### src/rtl/mem_arbiter.sv
// mem_arbiter: shares a single memory port between the instruction fetch unit (IFU) and the
// load/store unit (LSU). One transaction is in flight at a time. A transaction is accepted in
// IDLE, presented to memory in REQ, and completed in WAIT. Every wait is bounded by a timeout
// that returns an error response to the requester.
//
// Ports
//   clk_i, rst_i                 clock; synchronous active-high reset
//   ifu_req_valid_i/_ready_o     IFU request handshake; ifu_addr_i is the fetch address
//   ifu_resp_valid_o             one-cycle IFU response strobe; qualifies ifu_rdata_o and
//                                ifu_resp_err_o
//   lsu_req_valid_i/_ready_o     LSU request handshake; lsu_addr_i, lsu_wen_i, lsu_wdata_i and
//                                lsu_wmask_i carry the request
//   lsu_resp_valid_o             one-cycle LSU response strobe, also for stores; qualifies
//                                lsu_rdata_o and lsu_resp_err_o
//   mem_req_valid_o/_ready_i     memory request handshake; mem_addr_o, mem_wen_o, mem_wdata_o and
//                                mem_wmask_o hold the fields latched at grant
//   mem_resp_valid_i, mem_rdata_i  memory response
//   arb_timeout_o                one-cycle pulse when a transaction is ended by the timeout
module mem_arbiter #(
    parameter int unsigned ADDR_W     = 32,
    parameter int unsigned DATA_W     = 32,
    parameter int unsigned TIMEOUT    = 255,
    parameter int unsigned LSU_STREAK = 4
) (
    input  logic                clk_i,
    input  logic                rst_i,
    // IFU side
    input  logic                ifu_req_valid_i,
    output logic                ifu_req_ready_o,
    input  logic [ADDR_W-1:0]   ifu_addr_i,
    output logic                ifu_resp_valid_o,
    output logic [DATA_W-1:0]   ifu_rdata_o,
    output logic                ifu_resp_err_o,
    // LSU side
    input  logic                lsu_req_valid_i,
    output logic                lsu_req_ready_o,
    input  logic [ADDR_W-1:0]   lsu_addr_i,
    input  logic                lsu_wen_i,
    input  logic [DATA_W-1:0]   lsu_wdata_i,
    input  logic [DATA_W/8-1:0] lsu_wmask_i,
    output logic                lsu_resp_valid_o,
    output logic [DATA_W-1:0]   lsu_rdata_o,
    output logic                lsu_resp_err_o,
    // Memory side
    output logic                mem_req_valid_o,
    input  logic                mem_req_ready_i,
    output logic [ADDR_W-1:0]   mem_addr_o,
    output logic                mem_wen_o,
    output logic [DATA_W-1:0]   mem_wdata_o,
    output logic [DATA_W/8-1:0] mem_wmask_o,
    input  logic                mem_resp_valid_i,
    input  logic [DATA_W-1:0]   mem_rdata_i,
    output logic                arb_timeout_o
);

    localparam int unsigned MaskW = DATA_W / 8;
    localparam int unsigned CntW  = $clog2(TIMEOUT + 1);
    localparam int unsigned StrW  = $clog2(LSU_STREAK + 1);

    // The counter holds the number of REQ/WAIT cycles already completed, so the TIMEOUT-th
    // cycle is the one that sees TIMEOUT-1.
    localparam logic [CntW-1:0] CntLast = CntW'(TIMEOUT - 1);
    localparam logic [StrW-1:0] StrMax  = StrW'(LSU_STREAK);

    typedef enum logic [1:0] {
        StIdle,
        StReq,
        StWait
    } state_e;

    state_e            state_q, state_d;
    logic              owner_q, owner_d;     // 0 = IFU, 1 = LSU
    logic [StrW-1:0]   streak_q, streak_d;
    logic [CntW-1:0]   cnt_q, cnt_d;
    logic [ADDR_W-1:0] addr_q, addr_d;
    logic              wen_q, wen_d;
    logic [DATA_W-1:0] wdata_q, wdata_d;
    logic [MaskW-1:0]  wmask_q, wmask_d;

    logic              ifu_win, lsu_win;
    logic              resp_fire, resp_err;
    logic [DATA_W-1:0] resp_data;

    // LSU has priority unless it has already used its streak while IFU was waiting.
    always_comb begin
        ifu_win = ifu_req_valid_i && (!lsu_req_valid_i || (streak_q == StrMax));
        lsu_win = lsu_req_valid_i && !ifu_win;
    end

    always_comb begin
        state_d  = state_q;
        owner_d  = owner_q;
        streak_d = streak_q;
        cnt_d    = cnt_q;
        addr_d   = addr_q;
        wen_d    = wen_q;
        wdata_d  = wdata_q;
        wmask_d  = wmask_q;

        ifu_req_ready_o = 1'b0;
        lsu_req_ready_o = 1'b0;
        mem_req_valid_o = 1'b0;
        arb_timeout_o   = 1'b0;
        resp_fire       = 1'b0;
        resp_err        = 1'b0;
        resp_data       = '0;

        unique case (state_q)
            StIdle: begin
                ifu_req_ready_o = ifu_win;
                lsu_req_ready_o = lsu_win;
                if (ifu_win) begin
                    state_d  = StReq;
                    owner_d  = 1'b0;
                    streak_d = '0;
                    cnt_d    = '0;
                    addr_d   = ifu_addr_i;
                    wen_d    = 1'b0;
                    wdata_d  = '0;
                    wmask_d  = '0;
                end else if (lsu_win) begin
                    state_d = StReq;
                    owner_d = 1'b1;
                    cnt_d   = '0;
                    addr_d  = lsu_addr_i;
                    wen_d   = lsu_wen_i;
                    wdata_d = lsu_wdata_i;
                    wmask_d = lsu_wmask_i;
                    // Only grants that make a pending IFU wait count toward the streak.
                    if (ifu_req_valid_i && (streak_q != StrMax)) begin
                        streak_d = streak_q + StrW'(1);
                    end
                end
            end
            StReq: begin
                mem_req_valid_o = 1'b1;
                cnt_d           = cnt_q + CntW'(1);
                if (cnt_q == CntLast) begin
                    state_d       = StIdle;
                    resp_fire     = 1'b1;
                    resp_err      = 1'b1;
                    arb_timeout_o = 1'b1;
                end else if (mem_req_ready_i) begin
                    state_d = StWait;
                end
            end
            StWait: begin
                cnt_d = cnt_q + CntW'(1);
                // A real response in the timeout cycle takes precedence over the error.
                if (mem_resp_valid_i) begin
                    state_d   = StIdle;
                    resp_fire = 1'b1;
                    resp_data = mem_rdata_i;
                end else if (cnt_q == CntLast) begin
                    state_d       = StIdle;
                    resp_fire     = 1'b1;
                    resp_err      = 1'b1;
                    arb_timeout_o = 1'b1;
                end
            end
            default: begin
                state_d = StIdle;
            end
        endcase

        // Keep every handshake and response quiet while reset is held.
        if (rst_i) begin
            ifu_req_ready_o = 1'b0;
            lsu_req_ready_o = 1'b0;
            mem_req_valid_o = 1'b0;
            arb_timeout_o   = 1'b0;
            resp_fire       = 1'b0;
            resp_err        = 1'b0;
            resp_data       = '0;
        end

        ifu_resp_valid_o = resp_fire && !owner_q;
        ifu_resp_err_o   = resp_fire && !owner_q && resp_err;
        ifu_rdata_o      = (resp_fire && !owner_q) ? resp_data : '0;
        lsu_resp_valid_o = resp_fire && owner_q;
        lsu_resp_err_o   = resp_fire && owner_q && resp_err;
        lsu_rdata_o      = (resp_fire && owner_q) ? resp_data : '0;
    end

    always_ff @(posedge clk_i) begin
        if (rst_i) begin
            state_q  <= StIdle;
            owner_q  <= 1'b0;
            streak_q <= '0;
            cnt_q    <= '0;
            addr_q   <= '0;
            wen_q    <= 1'b0;
            wdata_q  <= '0;
            wmask_q  <= '0;
        end else begin
            state_q  <= state_d;
            owner_q  <= owner_d;
            streak_q <= streak_d;
            cnt_q    <= cnt_d;
            addr_q   <= addr_d;
            wen_q    <= wen_d;
            wdata_q  <= wdata_d;
            wmask_q  <= wmask_d;
        end
    end

    assign mem_addr_o  = addr_q;
    assign mem_wen_o   = wen_q;
    assign mem_wdata_o = wdata_q;
    assign mem_wmask_o = wmask_q;

endmodule

### config.mk
export PLATFORM = sky130hd
export DESIGN_NAME = mem_arbiter
export DESIGN_NICKNAME = d
export VERILOG_FILES = /design/src/rtl/mem_arbiter.sv
export SDC_FILE = /design/constraint.sdc
export NUM_CORES = 1
export LEC_CHECK = 0
export CORE_AREA = 2 2 108 110
export CTS_CLUSTER_SIZE = 20
export DETAILED_ROUTE_END_ITERATION = 8
export DIE_AREA = 0 0 110 112
export PLACE_DENSITY = 0.8
export SYNTH_ARGS = -nofsm -noshare
export SYNTH_HDL_FRONTEND = slang
export SYNTH_SLANG_ARGS = --single-unit
### constraint.sdc
create_clock -name clk_i -period 3.4 [get_ports clk_i]
set_clock_uncertainty 0.15 [all_clocks]
set_input_delay 1.02 -clock clk_i [delete_from_list [all_inputs] [get_ports clk_i]]
set_output_delay 1.02 -clock clk_i [all_outputs]
set_load 0.01 [all_outputs]
==> reports/qor.csv <==
stage;metric;value;unit
status;status;finished, final reports clean;
power_and_ir_drop;ir_worst_vdd;0.276;mV
sta;slew_viol_final;0;
power_and_ir_drop;power.switching;1.07;mW
final_layout;utilization;61.4;%
detailed_routing;via_per_inst;4.73;
clock_network;postCtsHoldBufs;0;
worst_hold_path;hold_class;flip-flop to flip-flop;
final_layout;seqCellArea;1660;sq um
power_and_ir_drop;p_sw_share;30.0;%
sta;grt_setup_unrepaired;false;
logic_synthesis;synthSimpleGateAreaFrac;22.2;%
global_routing;grt_pass1_vias;3980;
power_and_ir_drop;pwr-share-comb;33.8;%
logic_synthesis;syn_avg_cell_area;9.24;sq um
logic_synthesis;synthCells;402;
global_routing;grt_pass1_wl;19.9;mm
placed_design;dp.final_hpwl;10.2;mm
logic_synthesis;ys_types;36;
logic_synthesis;synth_fp_nets;548;
die;core-area;11200;sq um
worst_setup_path;critPathMaxStageDelay;0.50;ns
clock_network;cts-buffers-inserted;9;
flow_run;maxCapViolCount;0;
worst_setup_path;crit_buf_inv;2;
final_layout;layout.nets;840;
final_layout;fillers;956;
worst_setup_path;cp-start-kind;input pin;
global_routing;antenna_found_initial;1;
final_layout;area_growth;84.7;%
detailed_routing;wirelength;13.2;mm
sta;setup_viol;0;
clock_network;cts_buffer_depth;2;
logic_synthesis;ys_ff_latch;83;
sta;max_slew.worst_pin.slew;0.521;ns
power_and_ir_drop;p_per_area;519;nW/um^2
worst_hold_path;holdCritStartpoint;mem_addr_o[19];
die;start_util;33.2;%
worst_setup_path;critPathTopFamily;buffers and inverters;
die;die_x;110;microns
clock_network;cts.sinks;83;
final_layout;finalInstanceArea;6860;sq um
worst_setup_path;crit_path_end_kind;output port;
worst_setup_path;reg2reg_from;streak_q[0];
clock_network;clkTransAtPathRegs;0.06;ns
worst_hold_path;hold_path_depth;2;
die;fp.dieH;112;microns
sta;hold_viol;0;
die;rows;39;
worst_setup_path;crit_chain;clkdlybuf4s50_1, a21bo_4, nand2_4, and3_4, buf_2;
sta;fin_tns_setup;0;ns
clock_network;tritoncts;done;
logic_synthesis;synth_adder_area_share;2.36;%
logic_synthesis;syn-cell-area;3710;sq um
worst_setup_path;slowest_stage;clkdlybuf4s50_1;
global_routing;track_usage;20.9;%
logic_synthesis;synth_top_family_by_area;simple AND/OR/NAND/NOR gates;
global_routing;overflow;0;
detailed_routing;drc;0;
detailed_routing;wl_per_cell;15.6;microns
placed_design;gp_congestion;0.827;
worst_setup_path;reg2reg_depth;7;
placed_design;io_buffers;279;
detailed_routing;postRouteAntennaNets;0;
logic_synthesis;synth-xor-area-share;1.41;%
sta;fmax;300;MHz
detailed_routing;drtIter0Drc;147;
worst_setup_path;critPathArrivalTime;2.17;ns
final_layout;multi_input_area;1920;sq um
placed_design;dpl_cell_area;6720;sq um
power_and_ir_drop;internal-power;2.49;mW
detailed_routing;route.vias.total;3985;
worst_setup_path;setup.worst_path.class;input pin to output port;
sta;fin_crit_sh;98.2;%
logic_synthesis;ys_seq_area_share;44.7;%
worst_setup_path;crit_fanout;4;
clock_network;clock_latency;0.33;ns
clock_network;h-tree-depth;3;
power_and_ir_drop;seq_power_share;35.9;%
die;dieArea;12300;sq um
worst_setup_path;cp.required;2.23;ns
global_routing;grt_max_degree;53;
detailed_routing;dr.pass1.iters;4;
die;io_pins;280;
worst_hold_path;min_to;mem_addr_o[19];
sta;min_period;3.34;ns
final_layout;drive_gt1_share;18.2;%
power_and_ir_drop;pwr-share-clk;30.3;%
power_and_ir_drop;p_leak;3.05;nW
logic_synthesis;synth_compound_area_share;16.2;%
worst_setup_path;rrSetupSlack;1.32;ns
sta;slew_headroom;65.2;%
clock_network;cts_root_buf;clkbuf_16;
logic_synthesis;yosysWarnings;0;
logic_synthesis;muxShareOfSynthArea;8.62;%
worst_setup_path;rr_endpoint;mem_addr_o[31];
[worst max path at each step]
| stage | start | end | slack (ns) | cells after the start |
|---|---|---|---|---|
| floorplan | rst_i | ifu_rdata_o[10] | 0.18 | 5 |
| global placement | rst_i | ifu_rdata_o[28] | -0.54 | 6 |
| detailed placement | rst_i | ifu_rdata_o[9] | -0.59 | 6 |
| CTS | rst_i | ifu_rdata_o[29] | 0.003 | 8 |
| global route | lsu_req_valid_i | lsu_req_ready_o | 0.01 | 5 |
| finish | lsu_req_valid_i | lsu_req_ready_o | 0.06 | 5 |
[cell usage in the layout, fill, tap and decap left out, types with 4 or more instances in the layout]
cell             instances
clkdlybuf4s50_1        206
dfxtp_1                 82
and2_1                  65
buf_2                   65
nand2_1                 41
a22o_1                  37
mux2i_1                 32
o21ai_0                 27
buf_4                   19
nor2_1                  14
o21ai_1                 10
clkbuf_16                9
inv_1                    8
ha_1                     7
a21oi_1                  6
xnor2_1                  6
buf_6                    6
nor3_1                   4
nor3b_1                  4
dlygate4sd2_1            4
[power by group through the flow]
stage / combinational, mW / clock [mW] / sequential, mW
finish: 1.20 / 1.08 / 1.28
global route: 1.31 / 1.14 / 1.30
CTS: 1.21 / 1.10 / 1.28
detailed placement: 1.19 / 0 / 1.30
global placement: 1.17 / 0 / 1.28
floorplan: 0.438 / 0 / 1.35
[synth_stat cells, drive strengths merged]
cell type,n,area [sq um]
nand4,1,6.26
nor3,4,20.0
a21oi,7,38.8
nor3b,5,37.5
mux2i,32,320
a21o,1,7.51
or2,3,18.8
nand2,44,173
o21ai,37,185
nor2,15,56.3
buf,16,96.3
a21bo,1,16.3
clkbuf,10,41.3
xnor2,6,52.6
and3,2,12.5
and3b,1,8.76
and2,65,407
a31oi,2,12.5
a22o,37,324
dfxtp,83,1660
inv,8,30.0
nor4,3,18.8
o21bai,1,7.51
nand3,3,15.0
or4b,1,10.0
nor2b,4,27.5
or3,2,12.5
o21ba,1,10.0
ha,7,87.6
[sequential cells by signal, summed over array words and instances (netlist names)]
name and count:
cnt_q 8, mem_addr_o 32, mem_wdata_o 32, mem_wen_o 1, mem_wmask_o 4, owner_q 1
state_q 2, streak_q 3
[layout make-up]
class	instances	area share, %
antenna	1	0.0365
clock buffer	9	3.28
clock inverter	7	1.55
inverter	8	0.438
multi-input combinational	285	28.0
sequential	83	24.2
tap	143	2.61
timing repair buffer	307	39.8
[kinds of logic (layout without fill, tap and decap cells)]
| family | count (synthesis) | in the layout |
|---|---|---|
| other | 0 | 1 |
| muxes | 32 | 32 |
| and+or+nand+nor | 153 | 153 |
| adders and majority gates | 7 | 7 |
| AOI/OAI and AO/OA | 87 | 87 |
| DFF | 83 | 83 |
| xor gates and xnor gates | 6 | 6 |
| buffers and inverters | 34 | 331 |
[through the flow]
step	power [mW]	hold slack [ns]	cells	setup WS, ns
6_report	3.56	0.296	843	0.0625
5_1_grt	3.74	0.318	843	0.0134
4_1_cts	3.59	0.300	842	0.00306
3_5_place_dp	2.48	0.292	816	-0.588
3_3_place_gp	2.45	0.285	816	-0.543
2_1_floorplan	1.79	0.299	402	0.181
[per-layer routing]
metal  wire length (microns)  global-route usage, %
met1                    4490                   20.4
met2                    6950                   39.1
met3                    1370                   6.50
met4                     354                   9.28
met5                       0                      0
[what timing repair did]
action / CTS / global route
pin swaps: 4 / 1
setup buffers: 7 / 0
cloned: 3 / 0
endpoints found under the setup margin: 72 / 65
resized for setup: 290 / 4
[tightest hold or removal path, stage by stage (launching register included)]
cell and delay, ns:
dfxtp_1 0.31, nand2_1 0.05, o21ai_1 0.05
(Power assumes the default switching activity.)
